File: src/rtl/mem_arbiter.sv
// Round-robin arbiter and sequencer between the I-cache and D-cache sides
// of one single-ported, fixed-latency main memory.
module mem_arbiter #(
    parameter int LATENCY = 2,
    parameter int AW      = 16,
    parameter int DW      = 16
) (
    input  logic          clk,
    input  logic          rst,
    input  logic          i_rd,
    input  logic [AW-1:0] i_addr,
    output logic          i_stall,
    output logic          i_done,
    output logic [DW-1:0] i_rdata,
    input  logic          d_rd,
    input  logic          d_wr,
    input  logic [AW-1:0] d_addr,
    input  logic [DW-1:0] d_wdata,
    output logic          d_stall,
    output logic          d_done,
    output logic [DW-1:0] d_rdata,
    output logic          mem_en,
    output logic          mem_wr,
    output logic [AW-1:0] mem_addr,
    output logic [DW-1:0] mem_wdata,
    input  logic [DW-1:0] mem_rdata,
    input  logic          mem_busy,
    output logic [15:0]   i_grant_cnt,
    output logic [15:0]   d_grant_cnt
);

    typedef enum logic [1:0] {S_IDLE, S_ISSUE, S_WAIT, S_DONE} state_e;

    localparam logic [3:0] CNT_INIT = 4'(LATENCY - 1);

    state_e        state_q, state_d;
    logic          last_d_q, last_d_d;
    logic          own_d_q, own_d_d;
    logic          wr_q, wr_d;
    logic [AW-1:0] addr_q, addr_d;
    logic [DW-1:0] wdata_q, wdata_d;
    logic [3:0]    cnt_q, cnt_d;
    logic          mem_en_q, mem_en_d;
    logic          i_done_q, i_done_d;
    logic          d_done_q, d_done_d;
    logic [DW-1:0] i_rdata_q, i_rdata_d;
    logic [DW-1:0] d_rdata_q, d_rdata_d;
    logic [15:0]   i_cnt_q, i_cnt_d;
    logic [15:0]   d_cnt_q, d_cnt_d;
    logic          d_req_s;
    logic          d_wins_s;

    function automatic logic [15:0] sat_inc(input logic [15:0] v);
        return (v == 16'hFFFF) ? v : v + 16'd1;
    endfunction

    assign d_req_s  = d_rd | d_wr;
    // On a tie the side that did not win last time is served.
    assign d_wins_s = d_req_s & (~i_rd | ~last_d_q);

    // Next-state and next-output computation for the arbiter/sequencer.
    always_comb begin
        state_d   = state_q;
        last_d_d  = last_d_q;
        own_d_d   = own_d_q;
        wr_d      = wr_q;
        addr_d    = addr_q;
        wdata_d   = wdata_q;
        cnt_d     = cnt_q;
        mem_en_d  = 1'b0;
        i_done_d  = 1'b0;
        d_done_d  = 1'b0;
        i_rdata_d = i_rdata_q;
        d_rdata_d = d_rdata_q;
        i_cnt_d   = i_cnt_q;
        d_cnt_d   = d_cnt_q;
        case (state_q)
            S_IDLE: begin
                if (i_rd || d_req_s) begin
                    state_d  = S_ISSUE;
                    mem_en_d = 1'b1;
                    own_d_d  = d_wins_s;
                    last_d_d = d_wins_s;
                    if (d_wins_s) begin
                        wr_d    = d_wr;
                        addr_d  = d_addr;
                        wdata_d = d_wdata;
                        d_cnt_d = sat_inc(d_cnt_q);
                    end else begin
                        wr_d    = 1'b0;
                        addr_d  = i_addr;
                        i_cnt_d = sat_inc(i_cnt_q);
                    end
                end else begin
                    state_d = S_IDLE;
                end
            end
            S_ISSUE: begin
                if (mem_busy) begin
                    mem_en_d = 1'b1;
                end else begin
                    cnt_d   = CNT_INIT;
                    state_d = S_WAIT;
                end
            end
            S_WAIT: begin
                if (cnt_q != 4'd0) begin
                    cnt_d = cnt_q - 4'd1;
                end else begin
                    // mem_rdata is valid in this cycle only.
                    state_d  = S_DONE;
                    i_done_d = ~own_d_q;
                    d_done_d = own_d_q;
                    if (!wr_q && own_d_q) begin
                        d_rdata_d = mem_rdata;
                    end else if (!wr_q) begin
                        i_rdata_d = mem_rdata;
                    end else begin
                        d_rdata_d = d_rdata_q;
                    end
                end
            end
            S_DONE: begin
                state_d = S_IDLE;
            end
            default: begin
                state_d = S_IDLE;
            end
        endcase
    end

    // State and registered-output flops; reset abandons any in-flight access.
    always_ff @(posedge clk or negedge rst) begin
        if (!rst) begin
            state_q   <= S_IDLE;
            last_d_q  <= 1'b0;
            own_d_q   <= 1'b0;
            wr_q      <= 1'b0;
            addr_q    <= '0;
            wdata_q   <= '0;
            cnt_q     <= 4'd0;
            mem_en_q  <= 1'b0;
            i_done_q  <= 1'b0;
            d_done_q  <= 1'b0;
            i_rdata_q <= '0;
            d_rdata_q <= '0;
            i_cnt_q   <= 16'd0;
            d_cnt_q   <= 16'd0;
        end else begin
            state_q   <= state_d;
            last_d_q  <= last_d_d;
            own_d_q   <= own_d_d;
            wr_q      <= wr_d;
            addr_q    <= addr_d;
            wdata_q   <= wdata_d;
            cnt_q     <= cnt_d;
            mem_en_q  <= mem_en_d;
            i_done_q  <= i_done_d;
            d_done_q  <= d_done_d;
            i_rdata_q <= i_rdata_d;
            d_rdata_q <= d_rdata_d;
            i_cnt_q   <= i_cnt_d;
            d_cnt_q   <= d_cnt_d;
        end
    end

    // Stall follows the request level directly and drops in the done cycle.
    assign i_stall     = rst & i_rd & ~i_done_q;
    assign d_stall     = rst & d_req_s & ~d_done_q;
    assign i_done      = i_done_q;
    assign d_done      = d_done_q;
    assign i_rdata     = i_rdata_q;
    assign d_rdata     = d_rdata_q;
    assign mem_en      = mem_en_q;
    assign mem_wr      = wr_q;
    assign mem_addr    = addr_q;
    assign mem_wdata   = wdata_q;
    assign i_grant_cnt = i_cnt_q;
    assign d_grant_cnt = d_cnt_q;

endmodule

File: config.mk
export PLATFORM = sky130hd
export DESIGN_NAME = mem_arbiter
export DESIGN_NICKNAME = d
export VERILOG_FILES = /design/src/rtl/mem_arbiter.sv
export SDC_FILE = /design/constraint.sdc
export NUM_CORES = 1
export LEC_CHECK = 0
export BUFFER_PORTS_ARGS = -buffer_cell sky130_fd_sc_hd__buf_2
export CAP_MARGIN = 20
export CORE_MARGIN = 2
export CORE_UTILIZATION = 53
export DETAILED_ROUTE_END_ITERATION = 7
export PLACE_DENSITY = 0.85
export SLEW_MARGIN = 10
export SYNTH_ARGS = -nofsm -noshare
export SYNTH_HDL_FRONTEND = slang
export SYNTH_SLANG_ARGS = --single-unit
File: constraint.sdc
create_clock -name clk -period 5.6 [get_ports clk]
set_clock_uncertainty 0.05 [all_clocks]
set_input_delay 0.28 -clock clk [delete_from_list [all_inputs] [get_ports clk]]
set_output_delay 0.28 -clock clk [all_outputs]
set_load 0.05 [all_outputs]
; ---- Word level (Yosys, flattened, before mapping)
; Cells that the tools add are included.
[op_classes]
n_reduce_logical = 14
n_bitwise = 17
add_sub_neg = 3
n_mux = 16
eq_ne = 8
[ops]
columns = cell, n
row1 = "adder 16 x 1 -> 16 bit, second input constant", 2
row2 = "equality test 16 bit, second input constant", 2
row3 = two-way mux 16 bit, 1
row4 = AND reduction 4 bit, 3
row5 = inverter 1 bit, 10
row6 = AND reduction 3 bit, 3
row7 = two-way mux 1 bit, 8
row8 = two-way mux 4 bit, 2
row9 = one-hot mux 2 bit (4 select lines), 1
row10 = one-hot mux 4 bit (2 select lines), 1
row11 = "!= test 2 bit, second input constant", 3
row12 = AND 1 bit, 5
row13 = "equality test 2 bit, second input constant", 2
row14 = two-way mux 2 bit, 2
row15 = AND reduction 2 bit, 2
row16 = nonzero test 4 bit, 1
row17 = "subtractor 4 x 1 -> 4 bit, second input constant", 1
row18 = "equality test 2 x 1 -> 1 bit, second input constant", 1
row19 = zero test 2 bit, 1
row20 = OR 1 bit, 2
row21 = one-hot mux 1 bit (2 select lines), 1
row22 = nonzero test 2 bit, 1
row23 = logical AND 1 bit, 1
row24 = zero test 1 bit, 1
row25 = logical OR 1 bit, 1
[totals]
out_inout_bits = 102
reg_bits = 107
input_bits = 70

; ---- Longest topological paths before layout
; Gate-level depths: netlist (run 1).
[logic_depth]
depth_word = 5
ltp_mapped = 7
depth_no_buf = 6

; ---- Worst setup path after synthesis (run 1)
; Ideal clock, no wire load.
[synth_timing]
path_kind = register to output
startpoint = reg d_done_q (netlist: d_done)
endpoint = out d_stall
n_path_buf = 0
setup_slack_ns = 3.487
stages_incl_launch_ff = 2
arrival_ns = 1.783
cell_sequence = dfrtp_1 nor3b_1
[synth_between]
elab_chain_cells = 2
[synth_rtl]
columns = element, line
row1 = from (decl), 45  ; logic d_done_q, d_done_d;
row2 = from (signal assigned), 159  ; d_done_q <= d_done_d;
row3 = inverter 1 bit, 169  ; assign d_stall = rst & d_req_s & ~d_done_q;
row4 = AND 1 bit, 169
row5 = to (decl), 19  ; output logic d_stall,
; No other way between the ends.

; ---- Worst setup path in the final report (run 1)
[layout_timing]
startpoint = reg state_q[0]
endpoint = reg d_rdata_q[14] (netlist: d_rdata[14])
[layout_between]
elab_chain_cells = 2
[layout_rtl]
columns = element, line
row1 = from (decl), 36  ; state_e state_q, state_d;
row2 = from (signal assigned), 150  ; state_q <= state_d;
row3 = equality test 2 bit, 77  ; case (state_q)
row4 = AND reduction 3 bit (no line), --
row5 = to (signal assigned), 161  ; d_rdata_q <= d_rdata_d;
row6 = to (decl), 47  ; logic [DW-1:0] d_rdata_q, d_rdata_d;
; No other way between the ends.
; A chain may end at the register's enable or synchronous reset.

==> results of run 1 <==
-- power by group through the flow --
stage / Sequential, mW / Combinational [mW] / Clock, mW
finish: 1.27 / 1.94 / 0.531
global route: 1.31 / 2.06 / 0.569
CTS: 1.27 / 1.95 / 0.545
detailed placement: 1.28 / 1.95 / 0
global placement: 1.26 / 1.90 / 0
floorplan: 2.18 / 0.558 / 0
-- routing by layer --
layer  vias to the layer above  GRT usage (%)  share of wire, %
li1                       1742              -                 -
met1                      1764          27.44                41
met2                       162          36.68                49
met3                        10          6.809               8.4
met4                         0          6.112               1.1
met5                         -              0                 0
-- registers in the layout, summed over array words and instances (netlist names) --
signal       flops
d_grant_cnt     16
d_rdata         16
i_grant_cnt     16
i_rdata         16
mem_addr        16
mem_wdata       16
cnt_q            4
state_q          2
d_done           1
i_done           1
mem_en           1
mem_wr           1
own_d_q          1
-- synth_stat cells, types with 2 or more instances --
library cell	count	area share, %
nor4_2	2	0.53
nand4_1	11	1.4
nand3_1	10	1.1
and3_1	3	0.40
dfrtp_1	107	56
and4_1	3	0.55
clkbuf_1	7	0.55
buf_2	5	0.53
nor4_1	11	1.4
o31ai_1	3	0.47
mux2_2	51	12
nand2_1	36	2.8
a211oi_1	2	0.32
nand3b_1	3	0.47
mux2i_1	18	3.8
inv_1	11	0.87
and2_1	4	0.53
a21oi_1	11	1.2
xnor2_1	3	0.55
nor3b_1	3	0.47
xor2_1	25	4.6
nor3_1	13	1.4
ha_1	7	1.8
nor2_1	11	0.87
o21ai_0	20	2.1
-- metrics by stage --
| stage | instances | hold slack, ps | instance area [um^2] | utilization, % | worst slack, ps |
|---|---|---|---|---|---|
| 6_report | 676 | 104.2 | 5959 | 68.34 | 3053 |
| 5_1_grt | 676 | 92.03 | 5959 | 68.34 | 2829 |
| 4_1_cts | 675 | 87.22 | 5939 | 68.11 | 3025 |
| 3_5_place_dp | 661 | 240.8 | 5712 | 65.50 | 3041 |
| 3_3_place_gp | 661 | 231.4 | 5712 | 65.50 | 3171 |
| 2_1_floorplan | 395 | -65.59 | 4748 | - | 3487 |
-- how the worst max path moves through the flow --
stage | from | end | cells after the start
2_1_floorplan | d_done | d_stall | 1
3_3_place_gp | state_q[0] | d_rdata[14] | 6
3_5_place_dp | state_q[0] | d_rdata[8] | 6
4_1_cts | state_q[0] | d_rdata[14] | 6
5_1_grt | state_q[0] | d_rdata[4] | 6
6_report | state_q[0] | d_rdata[14] | 6
-- repair_timing --
item / in CTS / in global routing
buffers inserted: 0 / 0
hold buffers: 1 / 0
endpoints found under the hold margin: 37 / 0
-- kinds of logic (layout without fill, tap and decap cells) --
logic type,count (synthesis),after routing,share of synthesized area [%]
flops,107,107,56.39
xor+xnor,28,28,5.165
fa+ha+maj,7,7,1.844
simple gates,115,115,13.04
compound gates,43,43,5.376
buf+inv,26,199,2.292
mux,69,69,15.89
-- final cells by class --
cell class,instances,share of cell area [%]
sequential,107,44.93
multi-input combinational,262,33.38
timing repair buffer,175,15.07
tap,108,2.267
clock buffer,10,2.141
clock inverter,3,1.512
inverter,11,0.6928
==> qor.csv, run 1 <==
metric,value,unit
cts.sinks,107,
hp-start,d_wdata[9],
holdPathEnd,mem_wdata[9],
firstDrtPassIters,4,
num_vias,3678,
fillCellCount,675,
async_flop_share,100.0,%
drive_above_1_share,43.13,%
critPathTopFamily,simple AND/OR/NAND/NOR gates,
power.density,628.2,nW/um^2
synth_cell_types,40,
grt_max_degree,71,
cts_resized,0,
synth_fp_nets,472,
grt_pass1_wl,17010,um
avgSynthCellArea,12.02,um^2
switching_share,49.44,%
ir_worst_vdd,0.3748,mV
yosys_warnings,0,
holdPathStages,2,
multiInputGateArea,1989,um^2
slew_violations,0,
htreeDepth,3,
rsz0062_at_grt,false,
pwr-share-seq,33.9,%
seq_area_frac_synth,56.39,%
r2r_end,d_rdata[14],
p_int,1.893,mW
synth_cells,395,
total_power,3.744,mW
r2r_start,state_q[0],
path_buf_inv,1,
hold_viol_final,0,
critPathKind,flip-flop to flip-flop,
max_clock_freq,392.6,MHz
numCtsBuffers,9,
reg2reg_depth,6,
place_congestion,0.8206,
fin_nets,643,
port_buffers,171,
crit_chain,inv_1 > ha_1 > nand3b_1 > nor2_1 > nand3b_1 > mux2_2,
synth_edf_count,0,
cp_common_cell,nand3b_1,
tightestPinTransition,1048,ps
seq_area,2678,um^2
cp-start-kind,flip-flop,
clockBufferDepth,2,
antenna_found_initial,0,
hold_class,input port to flip-flop,
cap_violations,0,
cts_tree,yes,
slowest_stage,nand3b_1,
die_x,98.65,um
vias_per_cell,5.441,
clockRootBuffer,clkbuf_8,
cp_data_arrival_time,2740,ps
min_period,2547,ps
grt_use_total,21.81,%
final_common_cell,buf_2,
critPathCaptureType,flip-flop,
r2r_slack,3050,ps
slew_headroom,29.63,%
fin_crit_sh,45.49,%
power_frac_comb,52.0,%
fin_tns_setup,0,ps
rows,34,
clkPwrFrac,14.2,%
dieArea,9732,um^2
initial_core_util,54.45,%
synth_area,4748,um^2
ys_ff_latch,107,
grt_overflow_total,0,
diodes,0,
fp.dieH,98.65,um
path_clk_slew,100,ps
dp_hpwl,8028,um
worst-path-max-fanout,16,
ant_nets,0,
p_leak,3.085,nW
p_sw,1.851,mW
cp.required,5790,ps
core,8721,um^2
io_pins,172,
insertion_delay,350,ps
setup_violations,0,
areaGrowthSynthToFinish,25.51,%
grt_pass1_vias,3573,
dominantRegCellSynth,dfrtp_1,
drt_iter0_markers,134,
status,finished clean,
max_stage_delay,630,ps
wire_per_inst,15.81,um
finalWirelength,10690,um
drc_errors,0,
layout.cells.most_common_list,"buf_2 (170), dfrtp_1 (107), mux2_2 (51)",
Note: power is estimated with default switching activity, not from simulation.
==> run 2, diff against run 1 <==
Settings changed: CORE_UTILIZATION 53 to 45, PLACE_DENSITY 0.85 to 0.77.
Clock period 5.6 ns to 2.3 ns, I/O delays scaled along.
==> run 2 against run 1 <==
  * Sequential power is 140% higher
  * Total power grew 140%
  * Register-to-register slack worse by 2900 ps
  * Flip-flop and latch count unchanged
  * Clock power increased by 110%
  * First-iteration DRC count increased by 31%
  * Highest routed layer unchanged
  * Hold slack worse by 91 ps
  * Critical path depth decreased by 1
  * Maximum frequency up 21%
  * Clock-buffer cell count is the same
  * Critical endpoint is now mem_addr[13]
==> qor.csv, run 2 (same netlist as run 1, synthesis figures left out) <==
metric,value,unit
status,finished clean,
finalWirelength,12210,um
ir_worst_vdd,0.9698,mV
dp.cells,698,
firstDrtPassIters,4,
tightestPinTransition,727.1,ps
grt_pass1_wl,19720,um
insertion_delay,360,ps
cp-start-kind,flip-flop,
max_clock_freq,476.0,MHz
final_core_util,63.12,%
fillCellCount,836,
grt_max_degree,105,
core,10280,um^2
ant_nets,0,
postPlaceCellArea,5827,um^2
cp.required,2470,ps
cap_violations,0,
rows,37,
instances_no_fill,762,
multiInputGateArea,1984,um^2
antenna_found_initial,1,
max_stage_delay,580,ps
port_buffers,171,
htreeDepth,3,
grt_overflow_total,0,
setup_violations,0,
dieArea,11390,um^2
fin_nets,697,
p_leak,3.305,nW
fp.dieH,106.7,um
vias_per_cell,5.206,
critPathKind,flip-flop to flip-flop,
cts_tree,yes,
dp_hpwl,8207,um
drt_iter0_markers,176,
fin_tns_setup,0,ps
layout.cells.most_common_list,"buf_2 (170), dfrtp_1 (107), mux2_2 (51)",
dp_slack,232.7,ps
seq_area,2678,um^2
rsz0062_at_grt,false,
grt_pass1_vias,4054,
critPathCaptureType,flip-flop,
fin_crit_sh,91.34,%
place_congestion,0.8804,
slew_headroom,51.12,%
initial_core_util,46.20,%
areaGrowthSynthToFinish,36.63,%
setup_slack,199.1,ps
slowest_stage,dlygate4sd3_1,
power.density,1409,nW/um^2
crit_chain,a2bb2oi_2 > buf_4 > mux2i_1 > dlygate4sd3_1 > o21ai_0,
clockRootBuffer,clkbuf_8,
worst-path-max-fanout,21,
final_common_cell,buf_2,
cp_data_arrival_time,2270,ps
path_clk_slew,100,ps
io_pins,172,
design_area,6487,um^2
hold_viol_final,0,
drc_errors,0,
grt_use_total,21.98,%
num_vias,3967,
min_period,2101,ps
wire_per_inst,16.02,um
cts.sinks,107,
numCtsBuffers,9,
clockBufferDepth,2,
die_x,106.7,um
slew_violations,0,
hold_class,input port to flip-flop,
drive_above_1_share,40.96,%
==> run 2: changes by cell type in the layout (fill, tap and decap cells not counted) <==
cell / delta
bufinv_16: -3
dlygate4sd3_1: +46
clkbuf_1: -1
buf_4: +8
clkinv_4: +3
buf_8: -1
inv_8: +1
clkinv_2: +1
clkinvlp_4: +1
nor3_2: -1
diode_2: +1
nor3_1: +1
buf_12: +1
clkbuf_8: +1
==> run 2: per-layer routing <==
layer | global-route usage [%] | part of all wire, % | vias up
met5 | 0 | 0 | -
met4 | 9.184 | 2.5 | 0
met3 | 4.012 | 4.5 | 23
met2 | 38.54 | 52 | 147
met1 | 26.62 | 41 | 1940
li1 | - | - | 1857
==> run 2: worst max-delay path, delay by kind of cell (launching register included) <==
family	cells	cell delay [ps]
buf+inv	2	940
flops	1	420
compound gates	2	300
mux	1	250
==> run 2: final cells by class <==
class / instances / area share [%]
Inverter: 11 / 0.6365
Sequential cell: 107 / 41.27
Clock buffer: 10 / 2.122
Timing Repair Buffer: 229 / 21.95
Multi-Input combinational cell: 262 / 30.59
Clock inverter: 6 / 0.7715
Tap cell: 136 / 2.623
Antenna cell: 1 / 0.03857
==> run 2: path summary, 6_finish.rpt <==
| kind | startpoint | end | slack, ps | cells past startpoint |
|---|---|---|---|---|
| setup / recovery | own_d_q | mem_addr[13] | 200 | 5 |
| hold reg to reg | mem_addr[1] | mem_addr[1] | 440 | 2 |
| hold / removal | d_addr[14] | mem_addr[14] | 10 | 3 |
| max in group asynchronous | rst | mem_wdata[2] | 1420 | 3 |
| setup reg to reg | own_d_q | mem_addr[13] | 200 | 5 |
| min in group asynchronous | rst | i_done | 50 | 2 |
==> run 2: per-stage QoR <==
| stage | hold slack [ps] | power (mW) |
|---|---|---|
| global route | 12.32 | 9.631 |
| global placement | -119.0 | 7.811 |
| CTS | 0.7442 | 9.145 |
| detailed placement | -114.9 | 7.962 |
| floorplan | -230.6 | 6.676 |
| finish | 13.45 | 9.142 |
==> run 2: what timing repair did <==
action                                 CTS  global route
buffers inserted                         0             0
hold buffers                            47             0
resized for setup                        0             0
setup endpoints to repair                0             0
endpoints found under the hold margin  162             0
==> run 2: where the power goes <==
part | switching (mW) | internal (mW)
sequential | 0.492 | 2.60
combinational | 3.55 | 1.40
clock | 0.662 | 0.436
total | 4.71 | 4.44
==> run 3, diff against run 2 <==
Settings changed: PLACE_DENSITY 0.77 to 0.75.
==> run 3 against run 2 <==
  * Flip-flop and latch count did not move
  * Non-clock buffer count rose by 7
  * Register-to-register slack lost 30 ps
  * Sequential share of layout area fell by 0.58 points
  * Clock-buffer cell count stayed put
  * Via count up 0.50%
  * Critical path type unchanged
  * Critical endpoint is now mem_addr[8]
  * Largest cell class unchanged
==> qor.csv, run 3 (same netlist as run 1, synthesis figures left out) <==
metric,value,unit
drc_errors,0,
ant_nets,0,
port_buffers,171,
numCtsBuffers,9,
grt_use_total,21.73,%
critPathCaptureType,flip-flop,
setup_slack,166.6,ps
path_clk_slew,100,ps
htreeDepth,3,
dieArea,11390,um^2
insertion_delay,360,ps
clockRootBuffer,clkbuf_8,
fin_tns_setup,0,ps
clockBufferDepth,2,
slew_violations,0,
place_congestion,0.8648,
diodes,0,
hold_viol_final,0,
grt_pass1_vias,4173,
status,finished clean,
fin_crit_sh,92.76,%
power.density,1404,nW/um^2
slew_headroom,66.59,%
io_pins,172,
cts_tree,yes,
max_clock_freq,468.7,MHz
final_common_cell,buf_2,
tightestPinTransition,501.2,ps
critPathKind,flip-flop to flip-flop,
cts_setup_buffers,0,
vias_per_cell,5.191,
grt_max_degree,94,
fp.dieH,106.7,um
cp_data_arrival_time,2320,ps
cp-start-kind,flip-flop,
setup_violations,0,
grt_pass1_wl,19600,um
initial_core_util,46.20,%
design_area,6580,um^2
areaGrowthSynthToFinish,38.58,%
dp_hpwl,8233,um
drive_above_1_share,40.51,%
die_x,106.7,um
layout.cells.most_common_list,"buf_2 (170), dfrtp_1 (107), dlygate4sd3_1 (53)",
rows,37,
core,10280,um^2
antenna_found_initial,0,
rsz0062_at_grt,false,
fin_nets,704,
firstDrtPassIters,4,
ir_worst_vdd,1.175,mV
wire_per_inst,15.86,um
grt_overflow_total,0,
dp_slack,295.1,ps
instances_no_fill,768,
worst-path-max-fanout,18,
num_vias,3987,
drt_iter0_markers,176,
dp.cells,699,
finalWirelength,12180,um
min_period,2133,ps
p_leak,3.344,nW
cts.sinks,107,
cp.required,2480,ps
hold_class,input port to flip-flop,
cap_violations,0,
postPlaceCellArea,5834,um^2
-- run 3: layout make-up --
type                       count  area, um^2
fill                         799        3697
sequential                   107        2678
clock buffer                  10       127.6
inverter                      11       41.29
tap                          136       170.2
timing repair buffer         236        1495
clock inverter                 6       72.57
multi-input combinational    262        1996
-- run 3: worst paths after layout --
| kind | depth (start not counted) | end | slack, ps | startpoint |
|---|---|---|---|---|
| hold / removal | 3 | mem_addr[9] | 5 | d_addr[9] |
| hold reg to reg | 2 | mem_addr[0] | 440 | mem_addr[0] |
| setup / recovery | 5 | mem_addr[8] | 170 | own_d_q |
| setup reg to reg | 5 | mem_addr[8] | 170 | own_d_q |
| max in group asynchronous | 3 | mem_wdata[6] | 1350 | rst |
| min in group asynchronous | 2 | cnt_q[1] | 90 | rst |
-- run 3: metrics by stage --
stage / utilization [%] / hold slack (ps) / power, mW
after floorplan: - / -230.6 / 6.676
after global placement: 56.77 / -55.62 / 7.807
after detailed placement: 56.77 / -53.36 / 7.961
after CTS: 63.88 / 0.2380 / 9.233
after global routing: 64.02 / 22.99 / 9.723
final: 64.02 / 5.463 / 9.236
-- run 3: repair_timing --
item | 4_1_cts | 5_1_grt
setup endpoints to repair | 0 | 8
hold buffers | 53 | 0
hold endpoints to repair | 167 | 0
resized for setup | 0 | 2
-- run 3: critical path: stages, from the launching register on --
cell and delay (ps):
dfrtp_1 520, a2bb2oi_4 290, buf_6 270, mux2i_1 220
dlygate4sd3_1 580, o21ai_0 70
-- run 3: where the power goes --
part           switching [mW]  internal, mW
logic                    3.54          1.41
clock network           0.657         0.516
registers               0.520          2.60
total                    4.71          4.52
-- run 3: per-layer routing --
layer	vias to the layer above	wire, um	global-route usage, %
met5	-	0	0
met1	1932	4934	25.89
met3	35	615	3.891
met2	151	6171	37.63
li1	1869	-	-
met4	0	461	11.13
